<file path="src/rtl/hyperbus_pkg.sv">
`default_nettype none
// ============================================================================
//  Module   : hyperbus_pkg
//  Brief    : Shared definitions for the HyperBus register-bus clock-domain
//             crossing. Holds the source-side FSM states and the packing and
//             unpacking helpers for the request and response payloads, so the
//             sink side can use the same bit layout.
//  Revision : 1.0 - initial release
// ============================================================================
package hyperbus_pkg;

  // Source-side crossing FSM states.
  typedef enum logic [2:0] {
    ST_IDLE     = 3'd0,
    ST_REQ_HI   = 3'd1,
    ST_REQ_LO   = 3'd2,
    ST_RSP_WAIT = 3'd3,
    ST_RSP_LO   = 3'd4
  } reg_src_state_e;

  // Default register-bus geometry shared by both ends of the crossing.
  localparam int unsigned REG_AW    = 32;
  localparam int unsigned REG_DW    = 32;
  localparam int unsigned REG_SW    = REG_DW / 8;
  localparam int unsigned REG_REQ_W = REG_AW + 1 + REG_DW + REG_SW + 1;
  localparam int unsigned REG_RSP_W = REG_DW + 2;

  // Request payload, MSB first: {addr, write, wdata, wstrb, valid}.
  typedef struct packed {
    logic [REG_AW-1:0] addr;
    logic              write;
    logic [REG_DW-1:0] wdata;
    logic [REG_SW-1:0] wstrb;
    logic              valid;
  } reg_req_t;

  // Response payload, MSB first: {rdata, error, ready}.
  typedef struct packed {
    logic [REG_DW-1:0] rdata;
    logic              error;
    logic              ready;
  } reg_rsp_t;

  function automatic logic [REG_REQ_W-1:0] pack_req(
    input logic [REG_AW-1:0] addr,
    input logic              write,
    input logic [REG_DW-1:0] wdata,
    input logic [REG_SW-1:0] wstrb
  );
    reg_req_t req;
    req.addr  = addr;
    req.write = write;
    req.wdata = wdata;
    req.wstrb = wstrb;
    req.valid = 1'b1;
    return req;
  endfunction

  function automatic reg_req_t unpack_req(input logic [REG_REQ_W-1:0] data);
    return reg_req_t'(data);
  endfunction

  function automatic logic [REG_RSP_W-1:0] pack_rsp(
    input logic [REG_DW-1:0] rdata,
    input logic              error
  );
    reg_rsp_t rsp;
    rsp.rdata = rdata;
    rsp.error = error;
    rsp.ready = 1'b1;
    return rsp;
  endfunction

  function automatic reg_rsp_t unpack_rsp(input logic [REG_RSP_W-1:0] data);
    return reg_rsp_t'(data);
  endfunction

endpackage
`default_nettype wire

</file>
<file path="src/rtl/hyperbus_reg_async_src_if.sv">
`default_nettype none
// ============================================================================
//  Module   : hyperbus_reg_async_src_if
//  Brief    : Register-bus and four-phase asynchronous channel signals of the
//             HyperBus register crossing source. The slave modport is the
//             crossing's own view; the master modport is its environment
//             (SoC requester plus HyperBus-side peer).
//  Revision : 1.0 - initial release
// ============================================================================
interface hyperbus_reg_async_src_if #(
  parameter int unsigned RegAddrWidth = 32,
  parameter int unsigned RegDataWidth = 32
);
  localparam int unsigned RegStrbWidth = RegDataWidth / 8;
  localparam int unsigned RegReqWidth  = RegAddrWidth + 1 + RegDataWidth + RegStrbWidth + 1;
  localparam int unsigned RegRspWidth  = RegDataWidth + 2;

  // SoC register bus
  logic                    reg_valid_i;
  logic                    reg_write_i;
  logic [RegAddrWidth-1:0] reg_addr_i;
  logic [RegDataWidth-1:0] reg_wdata_i;
  logic [RegStrbWidth-1:0] reg_wstrb_i;
  logic                    reg_ready_o;
  logic [RegDataWidth-1:0] reg_rdata_o;
  logic                    reg_error_o;

  // Asynchronous request channel
  logic                    async_reg_req_req_o;
  logic                    async_reg_req_ack_i;
  logic [RegReqWidth-1:0]  async_reg_req_data_o;

  // Asynchronous response channel
  logic                    async_reg_rsp_req_i;
  logic                    async_reg_rsp_ack_o;
  logic [RegRspWidth-1:0]  async_reg_rsp_data_i;

  modport slave (
    input  reg_valid_i, reg_write_i, reg_addr_i, reg_wdata_i, reg_wstrb_i,
    output reg_ready_o, reg_rdata_o, reg_error_o,
    output async_reg_req_req_o, async_reg_req_data_o,
    input  async_reg_req_ack_i,
    input  async_reg_rsp_req_i, async_reg_rsp_data_i,
    output async_reg_rsp_ack_o
  );

  modport master (
    output reg_valid_i, reg_write_i, reg_addr_i, reg_wdata_i, reg_wstrb_i,
    input  reg_ready_o, reg_rdata_o, reg_error_o,
    input  async_reg_req_req_o, async_reg_req_data_o,
    output async_reg_req_ack_i,
    output async_reg_rsp_req_i, async_reg_rsp_data_i,
    input  async_reg_rsp_ack_o
  );

endinterface
`default_nettype wire

</file>
<file path="src/rtl/hyperbus_sync.sv">
`default_nettype none
// ============================================================================
//  Module   : hyperbus_sync
//  Brief    : SyncStages-deep flip-flop synchronizer for a single-bit level
//             arriving from the HyperBus clock domain. SyncStages must be 2 or
//             more.
//  Revision : 1.0 - initial release
// ============================================================================
module hyperbus_sync #(
  parameter int unsigned SyncStages = 3
) (
  input  logic clk_sys_i,
  input  logic rst_sys_ni,
  input  logic i_d,
  output logic o_q
);

  logic [SyncStages-1:0] r_chain;

  // Shift the asynchronous level through the chain; the last stage is safe to use.
  always_ff @(posedge clk_sys_i) begin
    if (!rst_sys_ni) begin
      r_chain <= '0;
    end else begin
      r_chain <= {r_chain[SyncStages-2:0], i_d};
    end
  end

  assign o_q = r_chain[SyncStages-1];

endmodule
`default_nettype wire

</file>
<file path="src/rtl/hyperbus_reg_async_src.sv">
`default_nettype none
// ============================================================================
//  Module   : hyperbus_reg_async_src
//  Brief    : SoC-side source of the HyperBus register-bus crossing. Takes one
//             register request at a time, runs it through a four-phase
//             request handshake, then waits for the four-phase response and
//             returns read data / error with a single-cycle ready pulse.
//  Revision : 1.0 - initial release
// ============================================================================
module hyperbus_reg_async_src
  import hyperbus_pkg::*;
#(
  parameter int unsigned RegAddrWidth = 32,
  parameter int unsigned RegDataWidth = 32,
  parameter int unsigned SyncStages   = 3
) (
  input  logic                   clk_sys_i,
  input  logic                   rst_sys_ni,
  hyperbus_reg_async_src_if.slave bus
);

  localparam int unsigned RegStrbWidth = RegDataWidth / 8;
  localparam int unsigned RegReqWidth  = RegAddrWidth + 1 + RegDataWidth + RegStrbWidth + 1;
  localparam int unsigned RegRspWidth  = RegDataWidth + 2;

  localparam logic [2:0] S_IDLE     = ST_IDLE;
  localparam logic [2:0] S_REQ_HI   = ST_REQ_HI;
  localparam logic [2:0] S_REQ_LO   = ST_REQ_LO;
  localparam logic [2:0] S_RSP_WAIT = ST_RSP_WAIT;
  localparam logic [2:0] S_RSP_LO   = ST_RSP_LO;

  logic                    w_ack_s;
  logic                    w_rreq_s;
  logic [RegReqWidth-1:0]  w_req_pack;
  logic [RegDataWidth-1:0] w_rsp_rdata;
  logic                    w_rsp_error;
  logic                    w_rsp_ready_unused;

  logic [2:0]              r_state;
  logic                    r_req;
  logic                    r_rsp_ack;
  logic                    r_ready;
  logic                    r_error;
  logic [RegDataWidth-1:0] r_rdata;
  logic [RegReqWidth-1:0]  r_req_data;

  hyperbus_sync #(.SyncStages(SyncStages)) u_sync_ack (
    .clk_sys_i  (clk_sys_i),
    .rst_sys_ni (rst_sys_ni),
    .i_d        (bus.async_reg_req_ack_i),
    .o_q        (w_ack_s)
  );

  hyperbus_sync #(.SyncStages(SyncStages)) u_sync_rreq (
    .clk_sys_i  (clk_sys_i),
    .rst_sys_ni (rst_sys_ni),
    .i_d        (bus.async_reg_rsp_req_i),
    .o_q        (w_rreq_s)
  );

  // Request payload, MSB first; the valid bit is always set on the wire.
  assign w_req_pack = {bus.reg_addr_i, bus.reg_write_i, bus.reg_wdata_i,
                       bus.reg_wstrb_i, 1'b1};

  // Response data is not synchronized: it is only consumed while the
  // synchronized response req is high, when the peer keeps it stable.
  // The payload ready bit is redundant with the handshake and is dropped.
  assign w_rsp_rdata        = bus.async_reg_rsp_data_i[RegRspWidth-1 -: RegDataWidth];
  assign w_rsp_error        = bus.async_reg_rsp_data_i[1];
  assign w_rsp_ready_unused = bus.async_reg_rsp_data_i[0];

  // Sequence one transaction: request four-phase cycle, then response four-phase cycle.
  always_ff @(posedge clk_sys_i) begin
    if (!rst_sys_ni) begin
      r_state    <= S_IDLE;
      r_req      <= 1'b0;
      r_rsp_ack  <= 1'b0;
      r_ready    <= 1'b0;
      r_error    <= 1'b0;
      r_rdata    <= '0;
      r_req_data <= '0;
    end else begin
      r_ready <= 1'b0;
      case (r_state)
        S_IDLE: begin
          if (bus.reg_valid_i) begin
            r_req_data <= w_req_pack;
            r_req      <= 1'b1;
            r_state    <= S_REQ_HI;
          end
        end
        S_REQ_HI: begin
          if (w_ack_s) begin
            r_req   <= 1'b0;
            r_state <= S_REQ_LO;
          end
        end
        S_REQ_LO: begin
          if (!w_ack_s) begin
            r_state <= S_RSP_WAIT;
          end
        end
        S_RSP_WAIT: begin
          if (w_rreq_s) begin
            r_rdata   <= w_rsp_rdata;
            r_error   <= w_rsp_error;
            r_ready   <= 1'b1;
            r_rsp_ack <= 1'b1;
            r_state   <= S_RSP_LO;
          end
        end
        S_RSP_LO: begin
          if (!w_rreq_s) begin
            r_rsp_ack <= 1'b0;
            r_state   <= S_IDLE;
          end
        end
        default: begin
          r_req     <= 1'b0;
          r_rsp_ack <= 1'b0;
          r_state   <= S_IDLE;
        end
      endcase
    end
  end

  assign bus.async_reg_req_req_o  = r_req;
  assign bus.async_reg_req_data_o = r_req_data;
  assign bus.async_reg_rsp_ack_o  = r_rsp_ack;
  assign bus.reg_ready_o          = r_ready;
  assign bus.reg_rdata_o          = r_rdata;
  assign bus.reg_error_o          = r_error;

  // A response req outside the response phase is a peer protocol violation; it is ignored.
  a_no_stray_rsp: assert property (
    @(posedge clk_sys_i) disable iff (!rst_sys_ni)
    w_rreq_s |-> (r_state == S_RSP_WAIT || r_state == S_RSP_LO)
  );

endmodule
`default_nettype wire

</file>
<file path="src/flat_wrapper.sv">
// flat-port wrapper written by rule: the top's interface ports become plain ports
module hyperbus_reg_async_src_flat import hyperbus_pkg::*;
#(
  parameter int unsigned RegAddrWidth = 32,
  parameter int unsigned RegDataWidth = 32,
  parameter int unsigned SyncStages   = 3
)
  (clk_sys_i, rst_sys_ni, bus_reg_valid_i, bus_reg_write_i, bus_reg_addr_i, bus_reg_wdata_i, bus_reg_wstrb_i, bus_reg_ready_o, bus_reg_rdata_o, bus_reg_error_o, bus_async_reg_req_req_o, bus_async_reg_req_data_o, bus_async_reg_req_ack_i, bus_async_reg_rsp_req_i, bus_async_reg_rsp_data_i, bus_async_reg_rsp_ack_o);
  hyperbus_reg_async_src_if #(.RegAddrWidth(RegAddrWidth), .RegDataWidth(RegDataWidth)) bus_i ();
  input  logic clk_sys_i;
  input  logic rst_sys_ni;
  input wire logic [$bits(bus_i.reg_valid_i)-1:0] bus_reg_valid_i;
  input wire logic [$bits(bus_i.reg_write_i)-1:0] bus_reg_write_i;
  input wire logic [$bits(bus_i.reg_addr_i)-1:0] bus_reg_addr_i;
  input wire logic [$bits(bus_i.reg_wdata_i)-1:0] bus_reg_wdata_i;
  input wire logic [$bits(bus_i.reg_wstrb_i)-1:0] bus_reg_wstrb_i;
  output wire logic [$bits(bus_i.reg_ready_o)-1:0] bus_reg_ready_o;
  output wire logic [$bits(bus_i.reg_rdata_o)-1:0] bus_reg_rdata_o;
  output wire logic [$bits(bus_i.reg_error_o)-1:0] bus_reg_error_o;
  output wire logic [$bits(bus_i.async_reg_req_req_o)-1:0] bus_async_reg_req_req_o;
  output wire logic [$bits(bus_i.async_reg_req_data_o)-1:0] bus_async_reg_req_data_o;
  input wire logic [$bits(bus_i.async_reg_req_ack_i)-1:0] bus_async_reg_req_ack_i;
  input wire logic [$bits(bus_i.async_reg_rsp_req_i)-1:0] bus_async_reg_rsp_req_i;
  input wire logic [$bits(bus_i.async_reg_rsp_data_i)-1:0] bus_async_reg_rsp_data_i;
  output wire logic [$bits(bus_i.async_reg_rsp_ack_o)-1:0] bus_async_reg_rsp_ack_o;
  assign bus_i.reg_valid_i = bus_reg_valid_i;
  assign bus_i.reg_write_i = bus_reg_write_i;
  assign bus_i.reg_addr_i = bus_reg_addr_i;
  assign bus_i.reg_wdata_i = bus_reg_wdata_i;
  assign bus_i.reg_wstrb_i = bus_reg_wstrb_i;
  assign bus_reg_ready_o = bus_i.reg_ready_o;
  assign bus_reg_rdata_o = bus_i.reg_rdata_o;
  assign bus_reg_error_o = bus_i.reg_error_o;
  assign bus_async_reg_req_req_o = bus_i.async_reg_req_req_o;
  assign bus_async_reg_req_data_o = bus_i.async_reg_req_data_o;
  assign bus_i.async_reg_req_ack_i = bus_async_reg_req_ack_i;
  assign bus_i.async_reg_rsp_req_i = bus_async_reg_rsp_req_i;
  assign bus_i.async_reg_rsp_data_i = bus_async_reg_rsp_data_i;
  assign bus_async_reg_rsp_ack_o = bus_i.async_reg_rsp_ack_o;
  hyperbus_reg_async_src #(.RegAddrWidth(RegAddrWidth), .RegDataWidth(RegDataWidth), .SyncStages(SyncStages)) u_core (.clk_sys_i(clk_sys_i), .rst_sys_ni(rst_sys_ni), .bus(bus_i));
endmodule
</file>
<file path="config.mk">
export PLATFORM = sky130hd
export DESIGN_NAME = hyperbus_reg_async_src_flat
export DESIGN_NICKNAME = d
export VERILOG_FILES = /design/src/rtl/hyperbus_pkg.sv /design/src/rtl/hyperbus_reg_async_src_if.sv /design/src/rtl/hyperbus_sync.sv /design/src/rtl/hyperbus_reg_async_src.sv /design/src/flat_wrapper.sv
export SDC_FILE = /design/constraint.sdc
export NUM_CORES = 1
export LEC_CHECK = 0
export BUFFER_PORTS_ARGS = -buffer_cell sky130_fd_sc_hd__buf_4
export CORE_ASPECT_RATIO = 0.5
export CORE_MARGIN = 2
export CORE_UTILIZATION = 30
export CTS_CLUSTER_DIAMETER = 150
export DETAILED_ROUTE_END_ITERATION = 10
export HOLD_SLACK_MARGIN = 0.15
export PLACE_DENSITY = 0.6
export SLEW_MARGIN = 15
export SYNTH_ARGS = -nofsm -noshare
export SYNTH_HDL_FRONTEND = slang
export SYNTH_SLANG_ARGS = --single-unit
</file>
<file path="constraint.sdc">
create_clock -name clk_sys_i -period 1.54 [get_ports clk_sys_i]
set_input_delay 0.308 -clock clk_sys_i [delete_from_list [all_inputs] [get_ports clk_sys_i]]
set_output_delay 0.308 -clock clk_sys_i [all_outputs]
set_load 0.1 [all_outputs]
</file>
==> Flow_metrics.wiki <==
{| class="wikitable"
! Metric !! Value
|-
| Crit path launch type || flop
|-
| Longest Clk Path Bufs || 2
|-
| Share of synthesized area occupied by flip-flops and latches || 54.3%
|-
| Floorplan die height || 88.0 µm
|-
| Detailed-router iteration count before antenna repair || 4
|-
| Critical Path Sink Type || flop
|-
| Clock Root Buffer || clkbuf_16
|-
| Layout overhead on the synthesized area || 75.1%
|-
| WL/cell || 13.5 µm
|-
| Cell depth of the worst min-delay path || 3
|-
| Grt ovf || 0
|-
| Antenna-violating nets left || 0
|-
| Leakage || around 3.2 nW
|-
| Avg Synthesized Cell Area || 8.61 µm²
|-
| Number of sinks handled by clock tree synthesis || 115
|-
| Layout Skew || 0.00925 ns
|-
| Total track usage || 17.0%
|-
| Core Footprint || 0.0137 mm²
|-
| Fraction of final layout cells with drive strength greater than 1 || 34.0%
|-
| Class of the most critical setup path || flop to flop
|-
| Syn Std Cell Area || between 0.004 and 0.005 mm²
|-
| First-pass GRT wire length || 20.0 mm
|-
| Via count of the first global-routing pass || approximately 4000
|-
| Final instance area || 0.00742 mm²
|-
| Peak Freq || 0.670 GHz
|-
| Hold slack final || ~0.15 ns
|-
| Max-cap check violation count || 0
|-
| Post-DP HPWL || 8.08 mm
|-
| Min-Delay Path Class || input pin to flop
|-
| Data arrival at the endpoint of the critical path || 1.83 ns
|-
| Initial standard-cell utilization of the core || 31.0%
|-
| Clock Pin Slew Worst Setup and Hold Paths || 0.06 ns
|-
| Number of port buffers || about 210
|-
| Tightest Pin Transition || a little under 0.3 ns
|-
| Headroom to the max-slew limit || 80.6%
|-
| Number of standard-cell rows in the floorplan || 30
|-
| Area fraction of the dominant cell type after synthesis || 54.3%
|-
| Power density normalized to cell area || 1250 mW/mm²
|-
| Pin count of the biggest net entering global routing || 65
|-
| Count of endpoints failing hold in the final timing report || 0
|-
| Number of violations reported at the end of detailed-routing iteration 0 || around 190
|-
| Ranking of synthesized cells by area || dfxtp_1 (54%), nand2_1 (19%), a21boi_0 (15%)
|-
| Cts bufs inserted || 17
|-
| Maximum fanout along the worst path || 13
|-
| Setup violators final || 0
|-
| Placed Cells incl. Taps || 875
|-
| Post-placement cell area || around 0.006 mm²
|-
| Via density per instance || 4.31
|-
| Number of top-level design ports || 214
|-
| Total of flip-flops plus latches after synthesis || ~120
|-
| Via Count || 4214
|-
| Worst VDD drop || 0.468 mV
|-
| Cell count after synthesis || 492
|-
| Clk Latency, worst-skew pair || 0.41 ns
|-
| Width of the chip || 172 µm
|-
| Syn_nets || 600
|-
| Worst Reg2Reg Path Length in Cells || 6
|-
| CTS tree || done
|-
| Final weighted congestion of routability-driven global placement || 0.729
|-
| Period utilization || approximately 97%
|-
| Warning count from the yosys run || 0
|-
| Final cell count without fillers || 977
|-
| Number of distinct library cells after synthesis || 23
|-
| Pins Over Slew Limit || 0
|-
| Residual DRC count || 0
|-
| Number of antenna violations at the first check in global routing || 0
|-
| Die area || 0.0151 mm²
|-
| Antenna diode instance count || 0
|-
| Post-layout minimum cycle time || ~1.5 ns
|-
| Post-synthesis cell type with the largest combined area || dfxtp_1
|-
| Drt total wl || 13.2 mm
|-
| Critical Path RT || roughly 1.9 ns
|-
| Final layout net count || 880
|-
| Outcome || complete, no violations
|-
| H-tree levels || 4
|}
report_power, final:
part	internal [mW]	total, mW	switching (mW)
sequential	3.11	3.17	0.0632
combinational	0.613	1.85	1.24
clock	2.72	4.22	1.50
routing by layer:
layer	global-route usage, %	vias up	share of wire (%)	wire length (µm)
met5	0	-	0	0
met4	7.72	0	2.4	316
met3	4.79	30	4.5	600
met2	30.9	95	51	6770
met1	18.8	1939	42	5500
li1	-	2150	-	-
synthesized netlist by cell type:
cell type / n
a211oi_1: 2
a21boi_0: 82
a21boi_1: 22
a21oi_1: 2
a31oi_1: 1
and2_1: 7
and4b_1: 1
buf_2: 19
buf_6: 2
clkbuf_1: 15
dfxtp_1: 115
inv_1: 2
nand2_1: 209
nand3_1: 1
nand3b_1: 1
nand4b_1: 1
nor2_1: 1
nor2b_1: 3
nor4b_4: 1
o211ai_1: 1
o21a_1: 1
o21ai_0: 2
or4b_1: 1
sequential cells by signal (all words and copies together), names as in the netlist:
signal,count
u_core.bus.reg_error_o,1
u_core.u_sync_rreq.r_chain,3
u_core.bus.async_reg_req_req_o,1
u_core.bus.async_reg_req_data_o,70
u_core.bus.reg_ready_o,1
u_core.r_state,3
u_core.bus.async_reg_rsp_ack_o,1
u_core.u_sync_ack.r_chain,3
u_core.bus.reg_rdata_o,32
critical path, stage by stage (launching register included):
cell	delay, ns
dfxtp_1	0.31
buf_4	0.17
nor4b_4	0.31
buf_4	0.20
clkbuf_16	0.18
nand2_1	0.09
a21boi_2	0.16
timing repair:
item                                   4_1_cts  5_1_grt
gates cloned                                 1        2
endpoints found under the hold margin       65        0
hold buffers                                65        0
pin swaps                                    0        1
setup endpoints to repair                   53       21
setup buffers                                0        2
resized for setup                            1       21
stage by stage:
step	setup slack (ns)	power, mW	util (%)	setup TNS, ns
6_report	0.0485	9.24	54.3	0
2_1_floorplan	0.0336	4.39	-	0
4_1_cts	0.0504	9.30	53.9	0
3_3_place_gp	-0.0148	4.88	44.2	-0.181
3_5_place_dp	-0.0427	4.89	44.2	-0.812
5_1_grt	-0.0230	9.59	54.3	-0.0592
cells by family after synthesis:
family | after synthesis | synth area share, %
AO/OA/AOI/OAI | 113 | 19.8
AND/OR/NAND/NOR | 226 | 21.6
buffers and inverters | 38 | 4.28
flip-flops | 115 | 54.3
layout by cell type, fill, tap and decap left out, drive strengths merged, types with 2 or more instances in the layout:
cell and count:
buf 231, nand2 209, dfxtp 115, a21boi 104, dlygate4sd3 65, o21ai 2, clkinvlp 4, inv 4
and2 7, a21oi 2, clkinv 5, nor2b 3, clkbuf 18, a211oi 2, bufinv 4
worst paths after layout:
kind / slack, ns / start / to
worst max-delay path: 0.05 / u_core.r_state[0] / u_core.bus.async_reg_req_data_o[8]
worst min-delay path: 0.15 / bus_reg_wdata_i[21] / u_core.bus.async_reg_req_data_o[26]
worst max register to register: 0.05 / u_core.r_state[0] / u_core.bus.async_reg_req_data_o[8]
worst min register to register: 0.43 / u_core.u_sync_ack.r_chain[1] / u_core.u_sync_ack.r_chain[2]
layout make-up:
cell class / count / area (µm²)
clock buffer: 17 / 425
timing repair buffer: 297 / 2470
sequential: 115 / 2300
fill: 1277 / 6240
inverter: 2 / 7.51
clock inverter: 15 / 208
tap: 192 / 240
multi-input combinational: 339 / 1760
No activity file was read; power rests on OpenSTA's default activity.
